--- src/rtl/bp_cfg_tile_enumerator.sv ---
// Configuration tile enumerator: after a start pulse, writes each core tile's
// HARTID (y*cc_x_dim_p + x), then clears FREEZE on every tile, X fastest.
// Each write is a valid/ready transfer with a stable, registered payload.
module bp_cfg_tile_enumerator #(
  parameter int unsigned cc_x_dim_p       = 1,
  parameter int unsigned cc_y_dim_p       = 1,
  parameter int unsigned x_cord_width_p   = 4,
  parameter int unsigned y_cord_width_p   = 4,
  parameter int unsigned cfg_data_width_p = 8
) (
  input  logic                        clk_i,
  input  logic                        reset_n_i,
  input  logic                        start_i,
  output logic                        cfg_v_o,
  input  logic                        cfg_ready_i,
  output logic [x_cord_width_p-1:0]   cfg_x_o,
  output logic [y_cord_width_p-1:0]   cfg_y_o,
  output logic [1:0]                  cfg_addr_o,
  output logic [cfg_data_width_p-1:0] cfg_data_o,
  output logic                        busy_o,
  output logic                        done_o
);

  localparam int unsigned XW = x_cord_width_p;
  localparam int unsigned YW = y_cord_width_p;
  localparam int unsigned DW = cfg_data_width_p;

  localparam logic [1:0] ADDR_FREEZE = 2'd0;
  localparam logic [1:0] ADDR_HARTID = 2'd1;

  localparam logic [XW-1:0] X_LAST  = XW'(cc_x_dim_p - 1);
  localparam logic [YW-1:0] Y_LAST  = YW'(cc_y_dim_p - 1);
  localparam logic [DW-1:0] X_DIM_D = DW'(cc_x_dim_p);

  typedef enum logic [1:0] {
    ST_IDLE     = 2'd0,
    ST_HARTID   = 2'd1,
    ST_UNFREEZE = 2'd2,
    ST_DONE     = 2'd3
  } state_e;

  // State and tile counters; counters sit at 0 whenever no write is pending
  state_e          r_state;
  logic [XW-1:0]   r_x;
  logic [YW-1:0]   r_y;

  // Registered outputs
  logic            r_cfg_v;
  logic [1:0]      r_cfg_addr;
  logic [DW-1:0]   r_cfg_data;
  logic            r_busy;
  logic            r_done;

  state_e          w_state_nxt;
  logic [XW-1:0]   w_x_nxt;
  logic [YW-1:0]   w_y_nxt;
  logic            w_xfer;
  logic            w_x_last;
  logic            w_tile_last;

  logic            w_cfg_v_nxt;
  logic [1:0]      w_cfg_addr_nxt;
  logic [DW-1:0]   w_cfg_data_nxt;
  logic            w_busy_nxt;
  logic            w_done_nxt;
  logic [DW-1:0]   w_hartid_nxt;

  assign w_xfer      = r_cfg_v & cfg_ready_i;
  assign w_x_last    = (r_x == X_LAST);
  assign w_tile_last = w_x_last & (r_y == Y_LAST);

  // State and counter register
  always_ff @(posedge clk_i or negedge reset_n_i) begin
    if (!reset_n_i) begin
      r_state <= ST_IDLE;
      r_x     <= '0;
      r_y     <= '0;
    end else begin
      r_state <= w_state_nxt;
      r_x     <= w_x_nxt;
      r_y     <= w_y_nxt;
    end
  end

  // Next state and counter advance; counters only move on an accepted write
  always_comb begin
    w_state_nxt = r_state;
    w_x_nxt     = r_x;
    w_y_nxt     = r_y;
    case (r_state)
      ST_IDLE: begin
        if (start_i) begin
          w_state_nxt = ST_HARTID;
        end
      end
      ST_HARTID, ST_UNFREEZE: begin
        if (w_xfer) begin
          if (w_tile_last) begin
            w_x_nxt     = '0;
            w_y_nxt     = '0;
            w_state_nxt = (r_state == ST_HARTID) ? ST_UNFREEZE : ST_DONE;
          end else if (w_x_last) begin
            w_x_nxt = '0;
            w_y_nxt = r_y + YW'(1);
          end else begin
            w_x_nxt = r_x + XW'(1);
          end
        end
      end
      ST_DONE: begin
        if (start_i) begin
          w_state_nxt = ST_HARTID;
        end
      end
      default: begin
        w_state_nxt = ST_IDLE;
      end
    endcase
  end

  // Hart id of the tile addressed in the next cycle
  assign w_hartid_nxt = (DW'(w_y_nxt) * X_DIM_D) + DW'(w_x_nxt);

  // Output values for the next cycle, decoded from the next state
  always_comb begin
    w_cfg_v_nxt    = 1'b0;
    w_cfg_addr_nxt = ADDR_FREEZE;
    w_cfg_data_nxt = '0;
    w_busy_nxt     = 1'b0;
    w_done_nxt     = 1'b0;
    case (w_state_nxt)
      ST_HARTID: begin
        w_cfg_v_nxt    = 1'b1;
        w_busy_nxt     = 1'b1;
        w_cfg_addr_nxt = ADDR_HARTID;
        w_cfg_data_nxt = w_hartid_nxt;
      end
      ST_UNFREEZE: begin
        w_cfg_v_nxt    = 1'b1;
        w_busy_nxt     = 1'b1;
        w_cfg_addr_nxt = ADDR_FREEZE;
        w_cfg_data_nxt = '0;
      end
      ST_DONE: begin
        w_done_nxt = 1'b1;
      end
      default: begin
        w_cfg_v_nxt = 1'b0;
      end
    endcase
  end

  // Output register; payload is held while a write is stalled
  always_ff @(posedge clk_i or negedge reset_n_i) begin
    if (!reset_n_i) begin
      r_cfg_v    <= 1'b0;
      r_cfg_addr <= '0;
      r_cfg_data <= '0;
      r_busy     <= 1'b0;
      r_done     <= 1'b0;
    end else begin
      r_cfg_v    <= w_cfg_v_nxt;
      r_cfg_addr <= w_cfg_addr_nxt;
      r_cfg_data <= w_cfg_data_nxt;
      r_busy     <= w_busy_nxt;
      r_done     <= w_done_nxt;
    end
  end

  assign cfg_v_o    = r_cfg_v;
  assign cfg_x_o    = r_x;
  assign cfg_y_o    = r_y;
  assign cfg_addr_o = r_cfg_addr;
  assign cfg_data_o = r_cfg_data;
  assign busy_o     = r_busy;
  assign done_o     = r_done;

endmodule

--- config.mk ---
export PLATFORM = sky130hd
export DESIGN_NAME = bp_cfg_tile_enumerator
export DESIGN_NICKNAME = d
export VERILOG_FILES = /design/src/rtl/bp_cfg_tile_enumerator.sv
export SDC_FILE = /design/constraint.sdc
export NUM_CORES = 1
export LEC_CHECK = 0
export CAP_MARGIN = 20
export CELL_PAD_IN_SITES_DETAIL_PLACEMENT = 0
export CELL_PAD_IN_SITES_GLOBAL_PLACEMENT = 1
export CORE_MARGIN = 5
export CORE_UTILIZATION = 34
export CTS_CLUSTER_DIAMETER = 60
export DETAILED_ROUTE_END_ITERATION = 10
export HOLD_SLACK_MARGIN = 0.15
export PLACE_DENSITY_LB_ADDON = 0.1
export SKIP_LAST_GASP = 1
export SYNTH_ARGS = -nofsm -noshare
export SYNTH_HDL_FRONTEND = slang
export SYNTH_SLANG_ARGS = --single-unit
--- constraint.sdc ---
create_clock -name clk_i -period 2.8 [get_ports clk_i]
set_input_delay 0.56 -clock clk_i [delete_from_list [all_inputs] [get_ports clk_i]]
set_output_delay 0.56 -clock clk_i [all_outputs]
set_load 0.01 [all_outputs]
## After elaboration in Yosys (flattened, before gate mapping)

Cells that the tools add are included.
W data, S select, Z words.

| storage, ports and cells | value |
|---|---|
| flip-flop bits (word level) | 22 |
| input port bits | 4 |
| output and inout bits | 21 |
| word-level logic and storage cells | 41 |

| operators by class | value |
|---|---|
| add/subtract/negate cells | 3 |
| equality and inequality tests | 6 |
| multiplexer cells | 17 |
| bitwise logic cells | 2 |
| reduce and logical (&&, ||, !) cells | 6 |

Operator list:

| cell | count |
|---|---|
| $mux W4 | 8 |
| $add A4 B1 Y4 const B | 2 |
| $eq A2 B2 Y1 const B | 4 |
| $logic_not A4 Y1 | 2 |
| $mux W2 | 3 |
| $reduce_or A2 Y1 | 3 |
| $add A4 B4 Y5 | 1 |
| $mux W5 | 1 |
| $eq A2 B1 Y1 const B | 2 |
| $mux W1 | 4 |
| $pmux W2 S2 | 1 |
| $and A1 B1 Y1 | 2 |
| $logic_not A2 Y1 | 1 |

## Longest topological paths before layout

| logic depth | value |
|---|---|
| depth after elaboration | 8 |
| gate-level depth with buffers | 12 |
| gate-level depth less buffers | 12 |

## Worst setup path before layout

No wires, ideal clock.

| path | value |
|---|---|
| path type | reg2reg |
| from | register r_state[0] |
| to | register r_cfg_data[4], in the netlist cfg_data_o[4] |
| setup time | 90 ps |
| arrival time | 2773 ps |
| required time | 2710 ps |
| path slack | -63 ps |
| stages on the path, launching flop included | 12 |
| path buffers | 0 |
| clock period less this slack | 2863 ps |
| path through | dfrtp_1 ha_1 nand3b_4 or3_1 or3_1 o21ai_0 ha_1 inv_1 fa_1 nor3b_1 nand2_1 o221ai_1 |

| on the way | value |
|---|---|
| elaborated cells between the ends (all ways) | 16 |
| those cells by class | 1 x add/sub; 4 x eq/ne; 8 x mux; 3 x reduce/logical |

RTL lines:

| element | RTL line | source |
|---|---|---|
| start: declaration | 43 | `state_e r_state;` |
| start signal: assignment | 79 | `r_state <= w_state_nxt;` |
| $eq A2 B1 Y1 / $eq A2 B2 Y1 (equally long branches) | 90 | `case (r_state)` |
| $reduce_or A2 Y1 (*) | 90 |  |
| $mux W4 (*) | 90 |  |
| net w_y_nxt[0] | 56 | `logic [YW-1:0] w_y_nxt;` |
| $add A4 B4 Y5 (*) | 122 | `assign w_hartid_nxt = (DW'(w_y_nxt) * X_DIM_D) + DW'(w_x_nxt);` |
| $mux W5 (*) | 131 | `case (w_state_nxt)` |
| net w_cfg_data_nxt[4] | 63 | `logic [DW-1:0] w_cfg_data_nxt;` |
| end signal: assignment | 164 | `r_cfg_data <= w_cfg_data_nxt;` |
| end: declaration | 50 | `logic [DW-1:0] r_cfg_data;` |

The timed path passes the listed nets; every way through them passes the cells marked *.

## Worst setup path after layout

Ends and elaborated chain as after synthesis.

==> summary.txt <==
GRT
  – Gr usage total: between 10% and 20%
  – Vias in the first global route: approximately 800
  – First-pass GRT wire length: 3620 um
  – Global route overflow: 0
  – Initial antenna violation count: 0
  – Largest net degree at the start of global routing: 19

Run
  – # Max-Cap Violations: 0

Route
  – Routed Antenna Nets: 0
  – TritonRoute pass-1 iters: 3
  – Initial drt markers: 19
  – Drt via density: ~4.6
  – Final wirelength: around 2100 um
  – Drt drc: 0
  – Vias: approximately 750
  – Routed wire length per instance: about 13 um

STA
  – Final worst slack: about 56 ps
  – Crit path time final: between 2000 and 3000 ps
  – Max Transition Viols Final: 0
  – Max_slew headroom: between 40 and 50%
  – Final setup fails: 0
  – FMAX: ~0.36 GHz
  – Tcrit/Tclk final: ~100%
  – Final Hold Vio Count: 0
  – Worst Tran Pin Value: approximately 800 ps
  – Clock Skew: 4.01 ps
  – RSZ-0062 raised after global routing: yes

Worst setup path
  – Startpoint types: flop
  – Crit path DAT: between 2000 and 3000 ps
  – CP max-delay cell: dfrtp_1
  – Cells along the critical path: ha_4, nand3b_4, or3_4, or3_4, o21ai_4, ha_2, inv_2, fa_2, nor3b_2, nand2_1, o221ai_2
  – Flop-to-flop setup slack: around 56 ps
  – Family with the most delay on the worst path: simple AND/OR/NAND/NOR gates
  – R2r endpoint: cfg_data_o[4]
  – Most frequent cell on the critical path: or3_4
  – CP bufs+invs: 1
  – R2r worst-path depth: 11
  – CP max stage delay: between 400 and 500 ps
  – Crit path max fanout: 4
  – Critical Path RT: roughly 3000 ps
  – Reg-to-reg startpoint: r_state[0]
  – CP endpoint kind: flop
  – Path type of the worst setup path: flop to flop

Cells and area
  – Area Overhead vs Synth: 40.8%
  – Layout cells sized above 1: 26.2%
  – Final core occ: roughly 49%
  – Fin nets: roughly 150
  – Antenna fix cells: 0

Logic synthesis
  – Mapped cell area: 1030 um2
  – Synth warn: 0
  – Yosys cell types: 29
  – Post-Syn Instances: 92
  – Yosys reg bits: 18
  – Seq/Total Area, Yosys: approximately 44%
  – Mapped Avg Cell Area: approximately 11 um2

Hold path
  – Hold depth: 1
  – Hold Crit Class: flop to flop
  – Hold Crit Start: cfg_y_o[3]
  – Worst Hold End: cfg_y_o[3]

Place
  – Final Wtd Congestion: ~0.78
  – DP HPWL: approximately 1700 um
  – # port buffers: 20
  – DP Worst Slack: -379 ps

Power and ir drop
  – LEAKAGE: between 0.7 and 0.8 nW
  – Cell Pwr Density: 1190 nW/um2
  – Worst IR Drop VDD: 580 uV

Floorplan
  – Core ar.: slightly below 3000 um2
  – Initial Util: roughly 35%
  – Row count: 20
  – Die area: between 4000 and 5000 um2
  – IO Pins: 25
  – Die Span Y: about 65 um
  – Chip width: between 60 and 70 um

Run status
  – Run status: finished clean

Clock tree
  – Hold buffers post-CTS: 0
  – Max clock buf depth: 2
  – Worst-Skew Late Latency: between 200 and 300 ps
  – Clock buffer count from CTS: 3
  – Clock Tree Root: clkbuf_4
  – CTS tree: built
  – Clock transition at path regs: about 110 ps
  – Sink Count: 18
  – H-tree levels: 1
==> worst register-to-register path: cells and delay by family (launching register included) <==
| family | cells | cell delay (ps) |
|---|---|---|
| fa+ha+maj | 3 | 850 |
| buf+inv | 1 | 40 |
| compound gates | 2 | 220 |
| flops | 1 | 430 |
| simple gates | 5 | 1130 |
==> cells in the final DEF, fill, tap and decap left out, types with 4 or more instances in the layout <==
master and instances:
clkdlybuf4s50_1 19, dfrtp_1 18, buf_4 16, inv_1 10
ha_1 9, nor2_1 5, nand2_1 5, a21oi_1 4
conb_1 4
==> worst max-delay path by stage <==
stage	from	end	slack, ps	depth (start not counted)
global route	r_state[0]	cfg_data_o[4]	-20	11
finish	r_state[0]	cfg_data_o[4]	60	11
global placement	cfg_ready_i	cfg_data_o[4]	-350	11
CTS	r_state[1]	cfg_data_o[4]	2	12
detailed placement	cfg_ready_i	cfg_data_o[4]	-380	11
floorplan	r_state[1]	cfg_data_o[2]	9	11
==> cells in the mapped netlist <==
cell | count | share of area, %
xnor3_1 | 1 | 2.2
buf_4 | 5 | 3.6
nor3_1 | 1 | 0.49
ha_1 | 11 | 13
fa_1 | 1 | 1.9
o221ai_1 | 1 | 0.85
nand4_1 | 1 | 0.61
o21ai_1 | 2 | 0.97
inv_2 | 1 | 0.36
conb_1 | 1 | 0.36
nor3b_1 | 3 | 2.2
nand4bb_4 | 1 | 2.7
nand4b_1 | 1 | 0.85
nand2b_1 | 2 | 1.2
mux2i_1 | 2 | 1.9
a21oi_1 | 4 | 1.9
inv_1 | 12 | 4.4
nand3b_4 | 1 | 1.9
nor2_1 | 5 | 1.8
nand2_1 | 5 | 1.8
xnor2_1 | 2 | 1.7
o41ai_4 | 1 | 2.7
o21ai_0 | 1 | 0.49
and2_1 | 2 | 1.2
or3_1 | 2 | 1.2
a21o_1 | 1 | 0.73
nand3_1 | 2 | 0.97
dfrtp_1 | 18 | 44
xor2_1 | 2 | 1.7
==> layout make-up <==
type	count	area [um2]
tap	33	41.3
fill	298	1530
sequential	18	450
multi-input combinational	59	554
inverter	13	48.8
clock buffer	4	36.3
timing repair buffer	36	319
==> metrics by stage <==
step	cells	hold slack, ps	power, mW	area [um2]	TNS [ps]
after CTS	161	548	1.72	1420	0
after detailed placement	157	530	1.53	1370	-926
after global placement	157	536	1.52	1370	-908
after floorplan	95	264	1.03	1060	0
final	163	547	1.72	1450	0
after global routing	163	607	1.87	1450	-25.0
==> timing repair <==
action	4_1_cts	5_1_grt
setup buffers	0	2
pin swaps	1	7
endpoints found under the setup margin	2	2
gates resized for setup	4	4
==> cells by family after synthesis <==
kind of cell	Yosys count	synth area share, %
AO/OA/AOI/OAI	10	7.66
multiplexers	2	1.94
flip-flops	18	43.7
adder cells (fa/ha/maj)	12	15.3
AND/OR/NAND/NOR	26	17.0
other	1	0.364
buffers and inverters	18	8.38
XOR/XNOR	5	5.59
==> metal layers <==
layer	global-route usage, %	vias up	share of wire [%]	wire length [um]
li1	-	370	-	-
met3	2.77	5	5.0	106
met2	18.5	13	47	1000
met4	4.66	0	1.9	40
met5	0	-	0	0
met1	13.3	364	46	990
==> flip-flops by register name (all words and copies together), names as in the netlist <==
| register | count |
|---|---|
| busy_o | 1 |
| cfg_addr_o | 1 |
| cfg_data_o | 5 |
| cfg_x_o | 4 |
| cfg_y_o | 4 |
| done_o | 1 |
| r_state | 2 |
==> power breakdown <==
| part | switching, mW | total [mW] | internal (mW) |
|---|---|---|---|
| Combinational | 0.498 | 1.11 | 0.614 |
| Sequential | 0.0737 | 0.447 | 0.374 |
| Clock | 0.0830 | 0.162 | 0.0792 |
| Total | 0.655 | 1.72 | 1.07 |
Power figures use the tool's default switching activity.
